File: config.mk
export PLATFORM = sky130hd
export DESIGN_NAME = seg_scan_decoder
export DESIGN_NICKNAME = d
export VERILOG_FILES = /design/src/rtl/seg_pkg.sv /design/src/rtl/seg_pattern_decode.sv /design/src/rtl/seg_scan_decoder.sv
export SDC_FILE = /design/constraint.sdc
export NUM_CORES = 1
export LEC_CHECK = 0
export ABC_CLOCK_PERIOD_IN_PS = 3900
export CORE_UTILIZATION = 35
export CTS_BUF_LIST = sky130_fd_sc_hd__clkbuf_8
export DETAILED_ROUTE_END_ITERATION = 8
export PLACE_DENSITY_LB_ADDON = 0.3
export SLEW_MARGIN = 20
export SYNTH_ARGS = -nofsm -noshare
export SYNTH_HDL_FRONTEND = slang
export SYNTH_SLANG_ARGS = --single-unit
File: constraint.sdc
create_clock -name clk -period 3.9 [get_ports clk]
set_input_delay 0.39 -clock clk [delete_from_list [all_inputs] [get_ports clk]]
set_output_delay 0.39 -clock clk [all_outputs]
set_load 0.02 [all_outputs]
File: src/rtl/seg_pkg.sv
// Shared constants and types for the seven-segment scan decoder.
// Segment patterns are active-high, bit0=a .. bit6=g.
package seg_pkg;

    localparam int unsigned SEG_W = 7;
    localparam int unsigned BCD_W = 4;

    localparam logic [SEG_W-1:0] SEG_0   = 7'h3F;
    localparam logic [SEG_W-1:0] SEG_1   = 7'h06;
    localparam logic [SEG_W-1:0] SEG_2   = 7'h5B;
    localparam logic [SEG_W-1:0] SEG_3   = 7'h4F;
    localparam logic [SEG_W-1:0] SEG_4   = 7'h66;
    localparam logic [SEG_W-1:0] SEG_5   = 7'h6D;
    localparam logic [SEG_W-1:0] SEG_6   = 7'h7D;
    localparam logic [SEG_W-1:0] SEG_7   = 7'h07;
    localparam logic [SEG_W-1:0] SEG_8   = 7'h7F;
    localparam logic [SEG_W-1:0] SEG_9   = 7'h6F;
    localparam logic [SEG_W-1:0] SEG_OFF = 7'h00;

    localparam logic [BCD_W-1:0] CODE_BLANK   = 4'hF;
    localparam logic [BCD_W-1:0] CODE_INVALID = 4'hE;

    typedef enum logic [1:0] {
        ST_IDLE   = 2'd0,
        ST_SETTLE = 2'd1,
        ST_HOLD   = 2'd2
    } state_e;

    // One captured digit slot
    typedef struct packed {
        logic [BCD_W-1:0] value;
        logic             blank;
        logic             invalid;
    } digit_t;

endpackage

File: src/rtl/seg_pattern_decode.sv
// Combinational map from an active-high gfedcba pattern to BCD,
// flagging all-off patterns as blank and anything unrecognised as invalid.
module seg_pattern_decode
    import seg_pkg::*;
(
    input  logic [SEG_W-1:0] seg_i,
    output logic [BCD_W-1:0] value_c_o,
    output logic             blank_c_o,
    output logic             invalid_c_o
);

    always_comb begin
        value_c_o   = CODE_INVALID;
        blank_c_o   = 1'b0;
        invalid_c_o = 1'b0;
        case (seg_i)
            SEG_0:   value_c_o = 4'd0;
            SEG_1:   value_c_o = 4'd1;
            SEG_2:   value_c_o = 4'd2;
            SEG_3:   value_c_o = 4'd3;
            SEG_4:   value_c_o = 4'd4;
            SEG_5:   value_c_o = 4'd5;
            SEG_6:   value_c_o = 4'd6;
            SEG_7:   value_c_o = 4'd7;
            SEG_8:   value_c_o = 4'd8;
            SEG_9:   value_c_o = 4'd9;
            SEG_OFF: begin
                value_c_o = CODE_BLANK;
                blank_c_o = 1'b1;
            end
            default: invalid_c_o = 1'b1;
        endcase
    end

endmodule

File: src/rtl/seg_scan_decoder.sv
// Observes a multiplexed seven-segment display bus, captures each digit once it
// has been stable long enough, and publishes a complete frame of BCD digits.
module seg_scan_decoder
    import seg_pkg::*;
#(
    parameter int unsigned NUM_DIGITS    = 4,
    parameter int unsigned SETTLE_CYCLES = 4
) (
    input  logic                    clk,
    input  logic                    rst_n,
    input  logic [NUM_DIGITS-1:0]   an_in,
    input  logic [SEG_W-1:0]        seg_in,
    output logic [4*NUM_DIGITS-1:0] digits_out,
    output logic [NUM_DIGITS-1:0]   blank_mask,
    output logic [NUM_DIGITS-1:0]   invalid_mask,
    output logic                    frame_valid
);

    localparam int unsigned CNT_W = $clog2(SETTLE_CYCLES + 1);
    localparam logic [CNT_W-1:0] CNT_ONE = CNT_W'(1);
    localparam logic [CNT_W-1:0] CNT_MAX = CNT_W'(SETTLE_CYCLES);

    logic [NUM_DIGITS-1:0] an_q;
    logic [NUM_DIGITS-1:0] an_prev_q;
    logic [SEG_W-1:0]      seg_q;
    logic [SEG_W-1:0]      seg_prev_q;

    state_e                state_q;
    state_e                state_d;
    logic [CNT_W-1:0]      cnt_q;
    logic [CNT_W-1:0]      cnt_d;

    logic                  an_onehot_c;
    logic                  an_changed_c;
    logic                  seg_changed_c;
    logic                  capture_c;

    logic [BCD_W-1:0]      dec_value_c;
    logic                  dec_blank_c;
    logic                  dec_invalid_c;

    digit_t [NUM_DIGITS-1:0]            slot_q;
    digit_t [NUM_DIGITS-1:0]            slot_d;
    logic   [NUM_DIGITS-1:0]            cap_q;
    logic   [NUM_DIGITS-1:0]            cap_d;
    logic   [NUM_DIGITS-1:0][BCD_W-1:0] dout_q;
    logic   [NUM_DIGITS-1:0][BCD_W-1:0] dout_d;
    logic   [NUM_DIGITS-1:0]            blank_q;
    logic   [NUM_DIGITS-1:0]            blank_d;
    logic   [NUM_DIGITS-1:0]            inv_q;
    logic   [NUM_DIGITS-1:0]            inv_d;
    logic                               fv_q;
    logic                               fv_d;

    // Input stage: invert to active-high; reset value means no digit and no segment lit
    always_ff @(posedge clk) begin
        if (!rst_n) begin
            an_q       <= '0;
            seg_q      <= '0;
            an_prev_q  <= '0;
            seg_prev_q <= '0;
        end else begin
            an_q       <= ~an_in;
            seg_q      <= ~seg_in;
            an_prev_q  <= an_q;
            seg_prev_q <= seg_q;
        end
    end

    assign an_onehot_c   = (an_q != '0) && ((an_q & (an_q - NUM_DIGITS'(1))) == '0);
    assign an_changed_c  = (an_q != an_prev_q);
    assign seg_changed_c = (seg_q != seg_prev_q);

    seg_pattern_decode u_decode (
        .seg_i       (seg_q),
        .value_c_o   (dec_value_c),
        .blank_c_o   (dec_blank_c),
        .invalid_c_o (dec_invalid_c)
    );

    // FSM state and settle counter register
    always_ff @(posedge clk) begin
        if (!rst_n) begin
            state_q <= ST_IDLE;
            cnt_q   <= '0;
        end else begin
            state_q <= state_d;
            cnt_q   <= cnt_d;
        end
    end

    // Next state; reaching the settle target promotes SETTLE straight to HOLD
    always_comb begin
        state_d = state_q;
        cnt_d   = cnt_q;
        case (state_q)
            ST_IDLE: begin
                if (an_onehot_c) begin
                    state_d = ST_SETTLE;
                    cnt_d   = CNT_ONE;
                end
            end
            ST_SETTLE: begin
                if (!an_onehot_c) begin
                    state_d = ST_IDLE;
                    cnt_d   = '0;
                end else if (!an_changed_c && !seg_changed_c) begin
                    cnt_d = (cnt_q == CNT_MAX) ? cnt_q : cnt_q + CNT_ONE;
                end else begin
                    cnt_d = CNT_ONE;
                end
            end
            ST_HOLD: begin
                if (!an_onehot_c) begin
                    state_d = ST_IDLE;
                    cnt_d   = '0;
                end else if (an_changed_c) begin
                    state_d = ST_SETTLE;
                    cnt_d   = CNT_ONE;
                end
            end
            default: begin
                state_d = ST_IDLE;
                cnt_d   = '0;
            end
        endcase
        if ((state_d == ST_SETTLE) && (cnt_d == CNT_MAX)) begin
            state_d = ST_HOLD;
        end
    end

    // HOLD is only entered, or re-entered after a digit switch, through a capture
    always_comb begin
        capture_c = (state_d == ST_HOLD) && ((state_q != ST_HOLD) || an_changed_c);
    end

    // Slot storage and frame publication; a capture coinciding with publication lands in the next frame
    always_comb begin
        slot_d  = slot_q;
        cap_d   = cap_q;
        dout_d  = dout_q;
        blank_d = blank_q;
        inv_d   = inv_q;
        fv_d    = 1'b0;
        if (&cap_q) begin
            fv_d  = 1'b1;
            cap_d = '0;
            for (int i = 0; i < int'(NUM_DIGITS); i++) begin
                dout_d[i]  = slot_q[i].value;
                blank_d[i] = slot_q[i].blank;
                inv_d[i]   = slot_q[i].invalid;
            end
        end
        for (int i = 0; i < int'(NUM_DIGITS); i++) begin
            if (capture_c && an_q[i]) begin
                slot_d[i].value   = dec_value_c;
                slot_d[i].blank   = dec_blank_c;
                slot_d[i].invalid = dec_invalid_c;
                cap_d[i]          = 1'b1;
            end
        end
    end

    always_ff @(posedge clk) begin
        if (!rst_n) begin
            slot_q  <= '0;
            cap_q   <= '0;
            dout_q  <= '0;
            blank_q <= '0;
            inv_q   <= '0;
            fv_q    <= 1'b0;
        end else begin
            slot_q  <= slot_d;
            cap_q   <= cap_d;
            dout_q  <= dout_d;
            blank_q <= blank_d;
            inv_q   <= inv_d;
            fv_q    <= fv_d;
        end
    end

    assign digits_out   = dout_q;
    assign blank_mask   = blank_q;
    assign invalid_mask = inv_q;
    assign frame_valid  = fv_q;

endmodule

==> reports/qor.txt <==
Status: finished with violations
Violated checks: design-rule violations
Number of synthesized register bits: 80
Synth Area in Adders: 0.007764
Initial standard-cell utilization of the core: 0.3660
Number of design rule violations left after detail routing: 3
Final setup fails: 0
CTS H-Tree Depth: 3
Total placed cells including tap cells: 480
Peak supply drop: 0.0002054 V
Met1 track utilization from global routing: 0.1746
Worst R2R Setup Slack: 1.53 ns
Number of vias after detailed routing: 2448
Worst setup skew after layout: 0.01249 ns
Std-Cell Core Area: 8806 sq um
Switching Fraction: 0.2394
Total detailed-routing wirelength: 6229 um
Worst hold-check path type: reg -> reg
Clock sink count: 80
Worst max-slew margin expressed relative to the limit: 0.4492
Hold Violations, Final: 0
Clk slew on worst S/H paths: 0.08 ns
Hold-critical path depth: 2
Hold Buf Count CTS: 0
Worst Setup Path Type: reg -> reg
RSZ-0062 raised after global routing: false
Main combinational cell family by area after synthesis: simple AND/OR/NAND/NOR gates
X dimension of the die: 97.96 um
Clock Power Share: 0.379
Logic depth of the worst path, buffers included: 7
Net Count, Synth: 371
Root cell of the clock tree: sky130_fd_sc_hd__clkbuf_8
Internal power contribution: 0.001155 W
R2R Path End: slot_q[8]
Crit path largest cell delay: 0.68 ns
Kind of start point of the critical path: register
CTS tree: done
PD cells: 396.2 nW/um^2
Sequential element share of the synthesized area: 0.4969
Slowest stage cell, crit path: sky130_fd_sc_hd__o32ai_2
Total number of placement rows: 34
Post-synthesis simple-gate area fraction: 0.2360
Crit path to: slot_q[8]
Post-synthesis average cell area: 9.054 sq um
Buffers from clock root to sink, at most: 2
Syn. warnings: 0
Number of detailed-routing iterations run before antenna repair: 6
FILL cells: 865
Sequence of cells on the critical path: inv_1 -> ha_1 -> nor3b_1 -> a21oi_1 -> o32ai_2 -> nand4_4 -> mux2i_1
Die Area: 9596 sq um
Critical path required time: 4.12 ns
Starting DRC count in detailed routing: 104
Capturing element type of the critical path: register
IO Count: 38
Ratio of cells with drive above 1 in the final layout: 0.06959
Met3 global-route usage: 0.04295
Overall global routing resource usage: 0.1443
R2r startpoint: cnt_q[0]
Most common flop cell mapped by yosys: sky130_fd_sc_hd__dfxtp_1
LEAKAGE: 1.491 nW
Switching pwr: 0.0003636 W
Worst endpoint data arrival time: 2.58 ns
Post-synth EDFFs: 0
Layout Area Growth over Synthesis: 18.94%
Global Route met2 Usage: 0.2313
Synthesized area: 3223 sq um
Gates resized, CTS repair: 0
Routing layer with the top usage in global route: met2
Crit path time final: 2.366 ns
Final count of pins violating max slew: 0
Antenna viol nets, final: 0
Top cell family by delay on the critical path: compound AO/OA/AOI/OAI gates
Setup fix buffers added after clock tree synthesis: 0
Drt via density: 4.935
HPWL Detailed: 4237 um
Wirelength per Cell: 12.56 um
First-pass GRT wire length: 10940 um
Number of antenna violations at the first check in global routing: 0
Final weighted congestion of routability-driven global placement: 0.8156
Comb pwr share: 0.062
Measured slew at the worst slew-check pin: 0.8262 ns
Register-to-Register Path Depth: 7
Number of standard cells in the layout, taps in and fillers out: 496
CTS Buf Count: 9
Sequential share of power: 0.558
Compound-gate portion of the synthesized area: 0.1044
Achievable frequency: 0.4227 GHz
Die height: 97.96 um
Number of global-route vias before repair: 2349
Final cycle utilization of the critical path: 0.6066
Buffers plus inverters on the worst setup path: 1
Maximum number of pins on one net before global-route repair: 45
Total gr overflow: 0
Insertion delay of the later-clocked pin in the worst-skew pair: 0.35 ns
Maximum fanout along the worst path: 7
Port bufs: 37
Net count reported at finish: 398
Post-synthesis mux area share: 0.07453
Total negative slack for setup checks: 0 ns
Antenna fix cells: 0
Launch point of the worst path: cnt_q[0]
Distinct cells, synth: 41
Synth async-reset ratio: 0
Share of the synthesized netlist area taken by xor and xnor gates: 0.03804
Cell count after synthesis: 356
Number of violations of the max-capacitance limit: 0
==> metrics by stage <==
stage	power (W)	setup slack (ns)	utilization	hold WS [ns]	cell area, sq um
after floorplan	0.0009367	1.855	-	0.4321	3223
after global placement	0.0009606	1.331	0.4135	0.4451	3641
after detailed placement	0.0009622	1.275	0.4135	0.4471	3641
after CTS	0.001538	1.528	0.4354	0.4582	3834
after global routing	0.001586	1.375	0.4354	0.4768	3834
final	0.001519	1.534	0.4354	0.4549	3834
==> worst min path at each step <==
| stage | endpoint | slack (ns) | startpoint |
|---|---|---|---|
| finish | blank_mask[3] | 0.45 | slot_q[19] |
| global route | blank_mask[3] | 0.48 | slot_q[19] |
| CTS | blank_mask[3] | 0.46 | slot_q[19] |
| detailed placement | blank_mask[3] | 0.45 | slot_q[19] |
| global placement | blank_mask[3] | 0.45 | slot_q[19] |
| floorplan | blank_mask[0] | 0.43 | slot_q[1] |
==> Yosys cell counts, drive strengths merged (4+ instances only) <==
library cell	n	area share
nand3	10	0.016
a21oi	37	0.057
dfxtp	80	0.50
and2	10	0.019
inv	9	0.010
nand2	84	0.098
o21ai	4	0.0062
clkbuf	20	0.023
nor2	19	0.022
xnor2	14	0.038
nand4	8	0.034
mux2i	24	0.075
==> layer usage <==
metal / up-vias / share of wire / wire length (um)
met5: - / 0 / 0
met4: 0 / 0.017 / 103
met3: 10 / 0.035 / 216
met2: 33 / 0.47 / 2910
met1: 1147 / 0.48 / 2999
li1: 1258 / - / -
==> power groups by stage <==
| stage | Sequential [W] | Clock (W) | Combinational (W) |
|---|---|---|---|
| final | 0.000848 | 0.000576 | 0.0000945 |
| after global routing | 0.000851 | 0.000628 | 0.000107 |
| after CTS | 0.000848 | 0.000594 | 0.0000958 |
| after detailed placement | 0.000868 | 0 | 0.0000946 |
| after global placement | 0.000867 | 0 | 0.0000933 |
| after floorplan | 0.000856 | 0 | 0.0000812 |
==> flip-flops by register name, summed over array words and instances, names as in the netlist <==
signal and flops:
seg_prev_q 7, cap_q 4, cnt_q 3, an_prev_q 4
slot_q 24, an_q 4, blank_mask 4, seg_q 7
digits_out 16, frame_valid 1, state_q 2, invalid_mask 4
==> worst register-to-register path, stage by stage (launching register included) <==
cell                      delay [ns]
sky130_fd_sc_hd__dfxtp_1        0.42
sky130_fd_sc_hd__inv_1          0.11
sky130_fd_sc_hd__ha_1           0.23
sky130_fd_sc_hd__nor3b_1        0.21
sky130_fd_sc_hd__a21oi_1        0.07
sky130_fd_sc_hd__o32ai_2        0.68
sky130_fd_sc_hd__nand4_4        0.31
sky130_fd_sc_hd__mux2i_1        0.19
==> cell families after synthesis <==
group                    count (synthesis)
XOR/XNOR                                14
AO/OA/AOI/OAI                           54
AND/OR/NAND/NOR                        150
buffers and inverters                   32
multiplexers                            24
flip-flops                              80
adder cells (fa/ha/maj)                  2
==> final cells by class <==
| class | instances | area [sq um] | area share |
|---|---|---|---|
| Sequential cell | 80 | 1602 | 0.4178 |
| Multi-Input combinational cell | 244 | 1485 | 0.3874 |
| Timing Repair Buffer | 39 | 385.4 | 0.1005 |
| Clock buffer | 12 | 165.2 | 0.04308 |
| Tap cell | 108 | 135.1 | 0.03525 |
| Inverter | 9 | 33.78 | 0.008812 |
| Clock inverter | 4 | 27.53 | 0.007180 |
==> cells in the final DEF (no fill, tap or decap), types with 2 or more instances in the layout <==
cell type / synthesis / routed
sky130_fd_sc_hd__nand2_1: 84 / 84
sky130_fd_sc_hd__o311ai_1: 2 / 2
sky130_fd_sc_hd__nand3_1: 10 / 10
sky130_fd_sc_hd__nor2_1: 19 / 19
sky130_fd_sc_hd__o21ai_0: 3 / 3
sky130_fd_sc_hd__and3_1: 2 / 2
sky130_fd_sc_hd__or4b_1: 3 / 3
sky130_fd_sc_hd__nand4_4: 4 / 4
sky130_fd_sc_hd__nand2b_1: 2 / 2
sky130_fd_sc_hd__nor3b_1: 2 / 2
sky130_fd_sc_hd__and2_1: 10 / 10
sky130_fd_sc_hd__nand3b_1: 3 / 3
sky130_fd_sc_hd__clkinv_2: 0 / 2
sky130_fd_sc_hd__dfxtp_1: 80 / 80
sky130_fd_sc_hd__buf_4: 0 / 2
sky130_fd_sc_hd__ha_1: 2 / 2
sky130_fd_sc_hd__inv_1: 8 / 8
sky130_fd_sc_hd__clkinv_4: 0 / 2
sky130_fd_sc_hd__o21a_1: 2 / 2
sky130_fd_sc_hd__mux2i_1: 24 / 24
sky130_fd_sc_hd__xnor2_1: 14 / 14
sky130_fd_sc_hd__nand4_1: 4 / 4
sky130_fd_sc_hd__clkbuf_8: 0 / 12
sky130_fd_sc_hd__clkdlybuf4s50_1: 0 / 37
sky130_fd_sc_hd__a21oi_1: 37 / 37
No activity file was read; power rests on OpenSTA's default activity.
